<file path="src/rtl/registro_pkg.sv">
// Shared mode encodings for the universal register family.
package registro_pkg;

    typedef logic [2:0] modo_t;

    localparam modo_t MODO_HOLD = 3'b000;
    localparam modo_t MODO_SHR  = 3'b001;
    localparam modo_t MODO_SHL  = 3'b010;
    localparam modo_t MODO_LOAD = 3'b011;
    localparam modo_t MODO_ROR  = 3'b100;
    localparam modo_t MODO_ROL  = 3'b101;
    localparam modo_t MODO_CLR  = 3'b110;
    localparam modo_t MODO_RSV  = 3'b111;

    // True for the operations that move bits and therefore advance the shift counter.
    function automatic logic es_desplazamiento(input modo_t m);
        return (m == MODO_SHR) || (m == MODO_SHL) || (m == MODO_ROR) || (m == MODO_ROL);
    endfunction

endpackage

</file>
<file path="src/rtl/registro_universal_n_contador_sat.sv">
// Saturating up-counter: clr wins over inc, and the count sticks at MAX.
module contador_sat #(
    parameter int unsigned CW  = 3,
    parameter int unsigned MAX = 4
) (
    input  logic          clk,
    input  logic          rst_n,
    input  logic          inc,
    input  logic          clr,
    output logic [CW-1:0] cnt
);

    logic [CW-1:0] cnt_next;

    always_comb begin
        cnt_next = cnt;
        if (clr) begin
            cnt_next = '0;
        end else if (inc && (cnt != CW'(MAX))) begin
            cnt_next = cnt + CW'(1);
        end
    end

    always_ff @(posedge clk or negedge rst_n) begin
        if (!rst_n) begin
            cnt <= '0;
        end else begin
            cnt <= cnt_next;
        end
    end

endmodule

</file>
<file path="src/rtl/registro_universal_n.sv">
// Universal WIDTH-bit register: hold, load, shift, rotate and clear, with a
// saturating count of shifts since the last load or clear.
module registro_universal_n
    import registro_pkg::*;
#(
    parameter int unsigned WIDTH = 4,
    parameter int unsigned CW    = $clog2(WIDTH + 1)
) (
    input  logic             clk,
    input  logic             rst_n,
    input  logic             enable,
    input  modo_t            modo,
    input  logic [WIDTH-1:0] B,
    input  logic             sir,
    input  logic             sil,
    output logic [WIDTH-1:0] sQ,
    output logic             sor,
    output logic             sol,
    output logic [CW-1:0]    cnt,
    output logic             done
);

    logic [WIDTH-1:0] q_next;
    logic             cnt_inc;
    logic             cnt_clr;

    // Next data word; every mode assigns, so nothing is inferred as a latch.
    always_comb begin
        q_next = sQ;
        if (enable) begin
            case (modo)
                MODO_SHR:  q_next = {sir, sQ[WIDTH-1:1]};
                MODO_SHL:  q_next = {sQ[WIDTH-2:0], sil};
                MODO_LOAD: q_next = B;
                MODO_ROR:  q_next = {sQ[0], sQ[WIDTH-1:1]};
                MODO_ROL:  q_next = {sQ[WIDTH-2:0], sQ[WIDTH-1]};
                MODO_CLR:  q_next = '0;
                default:   q_next = sQ;
            endcase
        end
    end

    always_ff @(posedge clk or negedge rst_n) begin
        if (!rst_n) begin
            sQ <= '0;
        end else begin
            sQ <= q_next;
        end
    end

    always_comb begin
        cnt_inc = enable && es_desplazamiento(modo);
        cnt_clr = enable && ((modo == MODO_LOAD) || (modo == MODO_CLR));
    end

    contador_sat #(
        .CW  (CW),
        .MAX (WIDTH)
    ) u_contador (
        .clk   (clk),
        .rst_n (rst_n),
        .inc   (cnt_inc),
        .clr   (cnt_clr),
        .cnt   (cnt)
    );

    // Serial outs and done are plain decodes of registered state.
    assign sor  = sQ[0];
    assign sol  = sQ[WIDTH-1];
    assign done = (cnt == CW'(WIDTH));

endmodule

</file>
<file path="config.mk">
export PLATFORM = sky130hd
export DESIGN_NAME = registro_universal_n
export DESIGN_NICKNAME = d
export VERILOG_FILES = /design/src/rtl/registro_pkg.sv /design/src/rtl/registro_universal_n_contador_sat.sv /design/src/rtl/registro_universal_n.sv
export SDC_FILE = /design/constraint.sdc
export NUM_CORES = 1
export LEC_CHECK = 0
export ABC_AREA = 0
export BUFFER_PORTS_ARGS = -buffer_cell sky130_fd_sc_hd__buf_4
export CAP_MARGIN = 20
export CORE_MARGIN = 5
export CORE_UTILIZATION = 45
export DETAILED_ROUTE_END_ITERATION = 6
export GPL_TIMING_DRIVEN = 0
export PLACE_DENSITY = 0.84
export SLEW_MARGIN = 15
export SYNTH_ARGS = -nofsm -noshare
export SYNTH_HDL_FRONTEND = slang
export SYNTH_HIERARCHICAL = 1
export SYNTH_SLANG_ARGS = --single-unit
</file>
<file path="constraint.sdc">
create_clock -name clk -period 1.8 [get_ports clk]
set_input_delay 0.09 -clock clk [delete_from_list [all_inputs] [get_ports clk]]
set_output_delay 0.09 -clock clk [all_outputs]
set_load 0.005 [all_outputs]
</file>
==> results.json, run 1 <==
{
  "outcome": "completed",
  "fin_util_pct": 64.2,
  "cts_tree": "yes",
  "die_h_um": 47.5,
  "cts_buffer_depth": 2,
  "worstSetupStartpointType": "flip-flop",
  "chipWidth_um": 47.5,
  "pwr-share-seq_pct": 35.6,
  "tightest_slew_ns": 0.240,
  "finalSetupViolCount": 0,
  "antenna-diode-count": 0,
  "first_iter_violations": 27,
  "cts_made_buffers": 3,
  "power_uw": 791,
  "async_flop_share_pct": 100,
  "worst-path-max-fanout": 6,
  "post-dp-hpwl_um": 1210,
  "htreeDepth": 1,
  "ff2ff_setup_slack_ns": 0.45,
  "grt_pass1_vias": 537,
  "synth_area_leaders": "dfrtp_1 28%, inv_1 4.2%, a21oi_1 4.0%",
  "max_cap_viol_count": 0,
  "synth_top_area_share_pct": 27.7,
  "track_usage_pct": 16.4,
  "power_report.internal_total_uw": 506,
  "vias": 643,
  "timing.setup.tns_ns": 0,
  "path_cells": "inv_1, ha_1, a21boi_4, mux2_4",
  "clk_latency_ns": 0.26,
  "start_util_pct": 48.1,
  "rsz0062_at_grt": "false",
  "grt_first_pass_wirelength_um": 2530,
  "leakagePower_uw": 0.000415,
  "sw_frac_of_total_pct": 36.1,
  "portBuffers": 21,
  "fin_nets": 114,
  "finClkSkew_ns": 0.00302,
  "gp_congestion": 0.830,
  "drt_first_pass_iters": 4,
  "dieArea_um2": 2260,
  "synth_top_cell_by_area": "dfrtp_1",
  "ir_drop_v": 0.000622,
  "fin_crit_ns": 1.35,
  "rr_worst_depth": 4,
  "row_count": 13,
  "overflow": 0,
  "cts_setup_buffers": 0,
  "cp-end-kind": "flip-flop",
  "slowest_delay_ns": 0.43,
  "regToRegEndpoint": "u_contador/cnt[0]",
  "cp_top_family": "flip-flops",
  "clkPwrFrac_pct": 18.6,
  "pwr-share-comb_pct": 45.8,
  "cts_sinks": 7,
  "antenna_found_initial": 0,
  "syn_avg_cell_area_um2": 8.67,
  "switchingPower_uw": 285,
  "slew_viol_final": 0,
  "worst-setup-path-type": "flip-flop to flip-flop",
  "drc": 0,
  "critPathBufInv": 1,
  "synth_cell_types": 37,
  "grt_max_degree": 11,
  "drive_gt1_share_pct": 36.4,
  "max_freq_mhz": 741,
  "final.period_utilization_pct": 75.0,
  "worstPathArrival_ns": 1.49,
  "cts.clk_slew.worst_paths_ns": 0.05,
  "synth_cells": 73,
  "root_buffer": "clkbuf_4",
  "relSlewSlack_pct": 83.9,
  "antenna_left": 0,
  "syn_to_final_growth_pct": 33.6,
  "min_path_type": "input pin to async pin",
  "crit_slowest_cell": "dfrtp_1",
  "ys_ff_latch": 7,
  "r2r_start": "u_contador/cnt[0]",
  "hold_viol_final": 0,
  "powerDensity_nw_per_um2": 936,
  "cts_resized": 0,
  "yosysSeqAreaShare_pct": 27.7,
  "synth-edff-count": 0,
  "wirelength_um": 1550,
  "ys_warn_count": 6,
  "routedWlPerCell_um": 13.6,
  "core-area_um2": 1320,
  "syn_nets": 87,
  "synth_ff_type": "dfrtp_1",
  "required_ns": 1.94,
  "io_pins": 22,
  "syn_area_um2": 633,
  "viasPerCell": 5.64
}
==> flip-flops by register name, summed over array words and instances, names as in the netlist <==
register / flops
u_contador/cnt: 3
sQ: 4
==> power groups by stage <==
stage | combinational, uW | sequential (uW) | clock (uW)
floorplan | 208 | 272 | 0
global placement | 354 | 280 | 0
detailed placement | 366 | 283 | 0
CTS | 367 | 282 | 150
global route | 400 | 291 | 158
finish | 363 | 281 | 147
==> worst reg2reg max path, delay by kind of cell (launching register included) <==
| family | cells | cell delay (ns) |
|---|---|---|
| buffers and inverters | 1 | 0.07 |
| muxes | 1 | 0.31 |
| DFF | 1 | 0.43 |
| AOI/OAI and AO/OA | 1 | 0.19 |
| adders and majority gates | 1 | 0.24 |
==> Yosys cell counts, types with 2 or more instances <==
master,n
nand3_1,2
a21oi_1,5
and3_1,2
a221oi_1,2
buf_2,2
nor2_1,5
inv_1,7
nor2b_1,2
o21ai_0,4
dfrtp_1,7
ha_1,2
buf_4,2
nand2_1,3
nand2b_1,4
mux2i_1,2
==> cell families after synthesis <==
| group | synth area share, % |
|---|---|
| AOI/OAI and AO/OA | 25.9 |
| DFF | 27.7 |
| xor gates and xnor gates | 1.38 |
| buffers and inverters | 10.5 |
| adders and majority gates | 3.95 |
| muxes | 5.53 |
| and+or+nand+nor | 25.1 |
==> metrics by stage <==
stage	cell area, um2	hold WS [ns]	instances	setup slack (ns)
after CTS	846	0.168	114	0.450
after floorplan	633	-0.206	73	0.517
after detailed placement	810	-0.0959	109	0.343
after global placement	810	-0.0958	109	0.381
final	846	0.171	114	0.451
after global routing	846	0.178	114	0.394
==> what timing repair did <==
| action | in CTS | in global routing |
|---|---|---|
| endpoints found under the setup margin | 0 | 0 |
| endpoints found under the hold margin | 7 | 0 |
| hold buffers | 1 | 0 |
==> worst max path at each step <==
stage / end / startpoint / slack (ns) / cells after the start
after floorplan: u_contador/cnt[0] / u_contador/cnt[0] / 0.52 / 4
after CTS: u_contador/cnt[0] / u_contador/cnt[0] / 0.45 / 4
after detailed placement: u_contador/cnt[0] / modo[0] / 0.34 / 6
after global placement: u_contador/cnt[0] / modo[0] / 0.38 / 6
final: u_contador/cnt[0] / u_contador/cnt[0] / 0.45 / 4
after global routing: u_contador/cnt[0] / u_contador/cnt[0] / 0.39 / 4
==> cells in the final DEF (no fill, tap or decap), types with 2 or more instances in the layout <==
master,Yosys,layout
buf_4,2,23
a221oi_1,2,2
nand2b_1,4,4
nand3_1,2,2
buf_2,2,2
ha_1,2,2
a21oi_1,5,5
dfrtp_1,7,7
o21ai_0,4,4
nand2_1,3,3
and3_1,2,2
nor2_1,5,5
clkbuf_4,0,3
mux2i_1,2,2
inv_1,7,7
nor2b_1,2,2
==> layout make-up <==
cell class | count | area (um2)
Sequential cell | 7 | 175
Tap cell | 15 | 18.8
Timing Repair Buffer | 22 | 168
Clock buffer | 4 | 26.3
Multi-Input combinational cell | 53 | 392
Fill cell | 115 | 472
Buffer | 5 | 36.3
Inverter | 8 | 30.0
==> metal layers <==
layer  GRT usage, %  part of all wire, %
met1           21.2                   42
met2           24.6                   47
met3           4.89                  8.9
met4           8.29                  1.8
met5              0                    0
Power figures use the tool's default switching activity.
==> run 2, diff against run 1 <==
==> constraint.sdc (replaced) <==
create_clock -name clk -period 1.35 [get_ports clk]
set_input_delay 0.0675 -clock clk [delete_from_list [all_inputs] [get_ports clk]]
set_output_delay 0.0675 -clock clk [all_outputs]
set_load 0.005 [all_outputs]
==> run 2 against run 1 <==
Count of clock-buffer cells in the layout stayed put; cell area is 1.8% higher; routed wire length is 1.7% higher; critical endpoint unchanged.
==> results.json, run 2 (synthesis gave the netlist of run 1 again) <==
{
  "largest_reg_flops": 4,
  "die_h_um": 47.5,
  "start_util_pct": 48.1,
  "gp_congestion": 0.830,
  "cts_sinks": 7,
  "drt_first_pass_iters": 4,
  "critPathBufInv": 1,
  "post-dp-hpwl_um": 1210,
  "ir_drop_v": 0.000825,
  "clk_latency_ns": 0.26,
  "track_usage_pct": 16.5,
  "worst-path-max-fanout": 4,
  "cts.clk_slew.worst_paths_ns": 0.05,
  "rsz0062_at_grt": "false",
  "pre_cts_ws_ns": -0.0848,
  "hold_viol_final": 0,
  "core-area_um2": 1320,
  "root_buffer": "clkbuf_4",
  "stdcell_area_um2": 861,
  "wirelength_um": 1580,
  "slew_viol_final": 0,
  "cts_buffer_depth": 2,
  "required_ns": 1.49,
  "drc": 0,
  "cp-end-kind": "flip-flop",
  "max_freq_mhz": 779,
  "portBuffers": 21,
  "antenna_found_initial": 0,
  "drive_gt1_share_pct": 37.6,
  "overflow": 0,
  "final_cell_mix": "25 x buf_4, 7 x inv_1, 7 x dfrtp_1",
  "max_cap_viol_count": 0,
  "worst-setup-path-type": "flip-flop to flip-flop",
  "worstSetupStartpointType": "flip-flop",
  "min_path_type": "input pin to async pin",
  "vias": 650,
  "first_iter_violations": 29,
  "htreeDepth": 1,
  "final.period_utilization_pct": 95.1,
  "leakagePower_uw": 0.000425,
  "grt_first_pass_wirelength_um": 2550,
  "path_cells": "inv_1, ha_1, a21boi_4, mux2_4",
  "holdWs_ns": 0.150,
  "routedWlPerCell_um": 13.6,
  "fin_nets": 116,
  "row_count": 13,
  "grt_pass1_vias": 544,
  "io_pins": 22,
  "final_common_cell": "buf_4",
  "dieArea_um2": 2260,
  "fin_crit_ns": 1.28,
  "grt_max_degree": 11,
  "reg.largest.list": "sQ x4, u_contador/cnt x3",
  "antenna_left": 0,
  "viasPerCell": 5.60,
  "finalSetupViolCount": 0,
  "powerDensity_nw_per_um2": 1280,
  "chipWidth_um": 47.5,
  "crit_slowest_cell": "dfrtp_1",
  "largest-register": "sQ",
  "cts_made_buffers": 3,
  "cp_top_family": "flip-flops",
  "placement.cell_area_um2": 810,
  "worstPathArrival_ns": 1.42,
  "finClkSkew_ns": 0.00292,
  "outcome": "completed",
  "slowest_delay_ns": 0.39,
  "fillers": 114,
  "antenna-diode-count": 0,
  "syn_to_final_growth_pct": 36.0,
  "relSlewSlack_pct": 83.7,
  "cts_tree": "yes",
  "worst_slack_ns": 0.0665,
  "tightest_slew_ns": 0.243
}
==> run 2: cell count changes in the layout (fill, tap and decap cells not counted), sizes merged <==
cell and delta:
buf +2
==> run 2: metrics by stage <==
stage | util (%) | setup TNS [ns] | power, uW | std cells
floorplan | - | 0 | 640 | 73
global placement | 61.4 | -0.0465 | 846 | 109
detailed placement | 61.4 | -0.0848 | 864 | 109
CTS | 64.8 | 0 | 1090 | 115
global route | 65.3 | 0 | 1180 | 116
finish | 65.3 | 0 | 1100 | 116
==> run 2: metal layers <==
metal	track usage, %	vias to the layer above	share of wire (%)
met5	0	-	0
met4	8.29	0	1.7
met3	4.89	4	9.7
met2	24.9	26	48
met1	21.4	301	41
li1	-	319	-
==> run 2: where the power goes <==
| group | internal (uW) | switching (uW) |
|---|---|---|
| Combinational | 320 | 225 |
| Clock | 113 | 82.6 |
| Sequential | 275 | 82.4 |
| Total | 708 | 390 |
==> run 2: cell type report <==
| cell class | instances | area, um2 | share of cell area, % |
|---|---|---|---|
| repair buffers | 24 | 183 | 21.2 |
| well taps | 15 | 18.8 | 2.18 |
| flip-flops and latches | 7 | 175 | 20.3 |
| multi-input cells | 53 | 392 | 45.5 |
| clock buffers | 4 | 26.3 | 3.05 |
| plain buffers | 5 | 36.3 | 4.22 |
| inverters | 8 | 30.0 | 3.49 |
==> run 2: worst paths after layout <==
kind                                   start           endpoint  slack, ns  cells past startpoint
max in group asynchronous              rst_n  u_contador/cnt[2]       1.08                      2
max                        u_contador/cnt[1]  u_contador/cnt[0]       0.07                      4
max reg2reg                u_contador/cnt[1]  u_contador/cnt[0]       0.07                      4
min                                    rst_n              sQ[3]       0.15                      2
min in group clk                      enable              sQ[3]       0.19                      3
min reg2reg                            sQ[3]              sQ[3]       0.60                      2
==> run 2: repair_timing <==
item / 4_1_cts / 5_1_grt
pin swaps: 0 / 0
resized for setup: 0 / 0
endpoints found under the setup margin: 1 / 1
setup buffers: 1 / 1
hold endpoints to repair: 7 / 0
hold buffers: 1 / 0
==> run 2: worst reg2reg max path, stage by stage (launching register included) <==
cell and delay [ns]:
dfrtp_1 0.39, inv_1 0.06, ha_1 0.22, a21boi_4 0.19, mux2_4 0.31
==> run 3, diff against run 2 <==
--- a/config.mk
+++ b/config.mk
@@ -12,9 +12,9 @@
 export CORE_UTILIZATION = 45
 export DETAILED_ROUTE_END_ITERATION = 6
 export GPL_TIMING_DRIVEN = 0
-export PLACE_DENSITY = 0.84
+export PLACE_DENSITY = 0.83
 export SLEW_MARGIN = 15
 export SYNTH_ARGS = -nofsm -noshare
 export SYNTH_HDL_FRONTEND = slang
-export SYNTH_HIERARCHICAL = 1
 export SYNTH_SLANG_ARGS = --single-unit
+export TNS_END_PERCENT = 100
==> run 3 against run 2 <==
Count of clock-buffer cells in the layout unchanged; power increased by 0.53%; routed wire length increased by 18%; cell area increased by 9.4%; die area increased by 8.1%; critical path type unchanged; largest power group unchanged.
==> results.json, run 3 <==
{
  "outcome": "completed",
  "core-area_um2": 1490,
  "vias": 731,
  "r2r_start": "sQ[2]",
  "rr_worst_depth": 3,
  "min_path_type": "input pin to flip-flop",
  "sw_frac_of_total_pct": 35.4,
  "holdWs_ns": 0.0893,
  "min_to": "sQ[3]",
  "final.period_utilization_pct": 96.0,
  "syn_area_um2": 698,
  "timing.setup.tns_ns": 0,
  "power_report.internal_total_uw": 713,
  "viasPerCell": 6.09,
  "routedWlPerCell_um": 15.5,
  "fin_crit_ns": 1.30,
  "fin_nets": 119,
  "required_ns": 1.53,
  "gp_congestion": 0.844,
  "powerDensity_nw_per_um2": 1170,
  "drc": 0,
  "dieArea_um2": 2440,
  "cts.clk_slew.worst_paths_ns": 0.06,
  "clk_latency_ns": 0.26,
  "finalSetupViolCount": 0,
  "die_h_um": 49.4,
  "switchingPower_uw": 390,
  "syn_to_final_growth_pct": 34.9,
  "hp-start": "enable",
  "antenna_found_initial": 0,
  "clkPwrFrac_pct": 18.3,
  "ff2ff_setup_slack_ns": 0.05,
  "first_iter_violations": 19,
  "start_util_pct": 46.9,
  "final_cell_mix": "28 x buf_4, 7 x a31oi_1, 7 x dfrtp_1",
  "synth_ff_type": "dfrtp_1",
  "htreeDepth": 1,
  "max_freq_mhz": 772,
  "portBuffers": 20,
  "antenna-diode-count": 0,
  "max_cap_viol_count": 0,
  "finClkSkew_ns": 0.0122,
  "antenna_left": 0,
  "root_buffer": "clkbuf_4",
  "async_flop_share_pct": 100,
  "wirelength_um": 1860,
  "synth-edff-count": 0,
  "worstPathArrival_ns": 1.48,
  "ys_warn_count": 0,
  "yosysSeqAreaShare_pct": 25.1,
  "grt_first_pass_wirelength_um": 3090,
  "synth_top_area_share_pct": 25.1,
  "final_common_cell": "buf_4",
  "synth_area_leaders": "dfrtp_1 25%, a31oi_1 6.3%, buf_4 5.4%",
  "ir_drop_v": 0.000486,
  "leakagePower_uw": 0.000421,
  "cts_tree": "yes",
  "ys_top_cells_by_count": "7 x a31oi_1, 7 x dfrtp_1, 5 x a21oi_1, 5 x buf_4, 4 x inv_1",
  "worst-path-max-fanout": 7,
  "syn_nets": 90,
  "min_path_cells": 2,
  "pwr-share-seq_pct": 31.5,
  "reg.largest.list": "sQ x4, u_contador.cnt x3",
  "synth_top_cell_by_area": "dfrtp_1",
  "regToRegEndpoint": "sQ[3]",
  "rsz0062_at_grt": "true",
  "synth_cells": 76,
  "synth_cell_types": 41,
  "cts_sinks": 7,
  "drt_first_pass_iters": 4,
  "cp-end-kind": "flip-flop",
  "syn_avg_cell_area_um2": 9.19,
  "grt_max_degree": 11,
  "relSlewSlack_pct": 69.8,
  "overflow": 0,
  "io_pins": 22,
  "slew_viol_final": 0,
  "pwr-share-comb_pct": 50.3,
  "ys_ff_latch": 7,
  "fillers": 130,
  "largest_reg_flops": 4,
  "chipWidth_um": 49.4,
  "drive_gt1_share_pct": 43.3,
  "tightest_slew_ns": 0.453,
  "grt_pass1_vias": 732,
  "post-dp-hpwl_um": 1350,
  "largest-register": "sQ",
  "cts_made_buffers": 3,
  "worstSetupStartpointType": "flip-flop",
  "row_count": 14,
  "cts_buffer_depth": 2,
  "hold_viol_final": 0,
  "track_usage_pct": 16.2,
  "worst-setup-path-type": "flip-flop to flip-flop"
}
## run 3: cell types whose count changed after synthesis, moves of 3 or more
cell     previous run  this run
nor2_1              5         1
a31oi_1             0         7
buf_4               2         5
nand4_1             0         3
inv_1               7         4
## run 3: how the worst max path moves through the flow
stage                            startpoint                 to  slack (ns)  depth (start not counted)
after floorplan           u_contador.cnt[0]  u_contador.cnt[2]        0.03                          5
after global placement    u_contador.cnt[0]  u_contador.cnt[2]       -0.01                          5
after detailed placement  u_contador.cnt[0]  u_contador.cnt[2]       -0.07                          5
after CTS                 u_contador.cnt[0]  u_contador.cnt[2]       0.003                          5
after global routing      u_contador.cnt[1]  u_contador.cnt[2]       -0.01                          5
final                                 sQ[2]              sQ[3]        0.05                          3
## run 3: area by class of cell
| class | count | area [um2] | area share [%] |
|---|---|---|---|
| Inverter | 4 | 15.0 | 1.59 |
| Timing Repair Buffer | 24 | 183 | 19.4 |
| Multi-Input combinational cell | 56 | 454 | 48.2 |
| Buffer | 9 | 68.8 | 7.30 |
| Sequential cell | 7 | 175 | 18.6 |
| Clock buffer | 4 | 26.3 | 2.79 |
| Tap cell | 16 | 20.0 | 2.12 |
## run 3: repair_timing
action	in CTS	in global routing
hold buffers	1	0
pin swaps	0	3
endpoints found under the setup margin	2	3
hold endpoints to repair	7	0
setup buffers	2	1
gates cloned	0	0
resized for setup	0	2
## run 3: logic make-up after synthesis
| family | count (synthesis) | share of synthesized area (%) |
|---|---|---|
| and+or+nand+nor | 24 | 24.7 |
| AOI/OAI and AO/OA | 25 | 25.4 |
| adders and majority gates | 2 | 3.58 |
| xor gates and xnor gates | 1 | 1.25 |
| buffers and inverters | 13 | 12.0 |
| DFF | 7 | 25.1 |
| muxes | 4 | 7.88 |
## run 3: power by group through the flow
stage | Clock, uW | Combinational (uW) | Sequential (uW)
floorplan | 0 | 271 | 347
finish | 202 | 555 | 347
global route | 225 | 617 | 359
global placement | 0 | 459 | 359
detailed placement | 0 | 478 | 366
CTS | 205 | 534 | 349
## run 3: metrics by stage
stage               instances  utilization [%]  instance area (um2)  setup WS [ns]  total power, uW
detailed placement        112             58.7                  875        -0.0669              843
global placement          112             58.7                  875        -0.0136              818
CTS                       119             62.2                  926        0.00306             1090
global route              120             63.3                  942        -0.0107             1200
finish                    120             63.3                  942         0.0543             1100
floorplan                  76                -                  704         0.0320              618
## run 3: layer usage
metal / routed length (um) / GRT usage [%] / vias to the layer above
li1: - / - / 349
met1: 731 / 18.0 / 348
met2: 968 / 28.8 / 32
met3: 144 / 4.89 / 2
met4: 14 / 5.24 / 0
met5: 0 / 0 / -
## run 3: critical path: stages (launching register included)
cell,delay (ns)
dfrtp_1,0.48
nand2b_1,0.08
mux4_2,0.47
a41oi_2,0.19
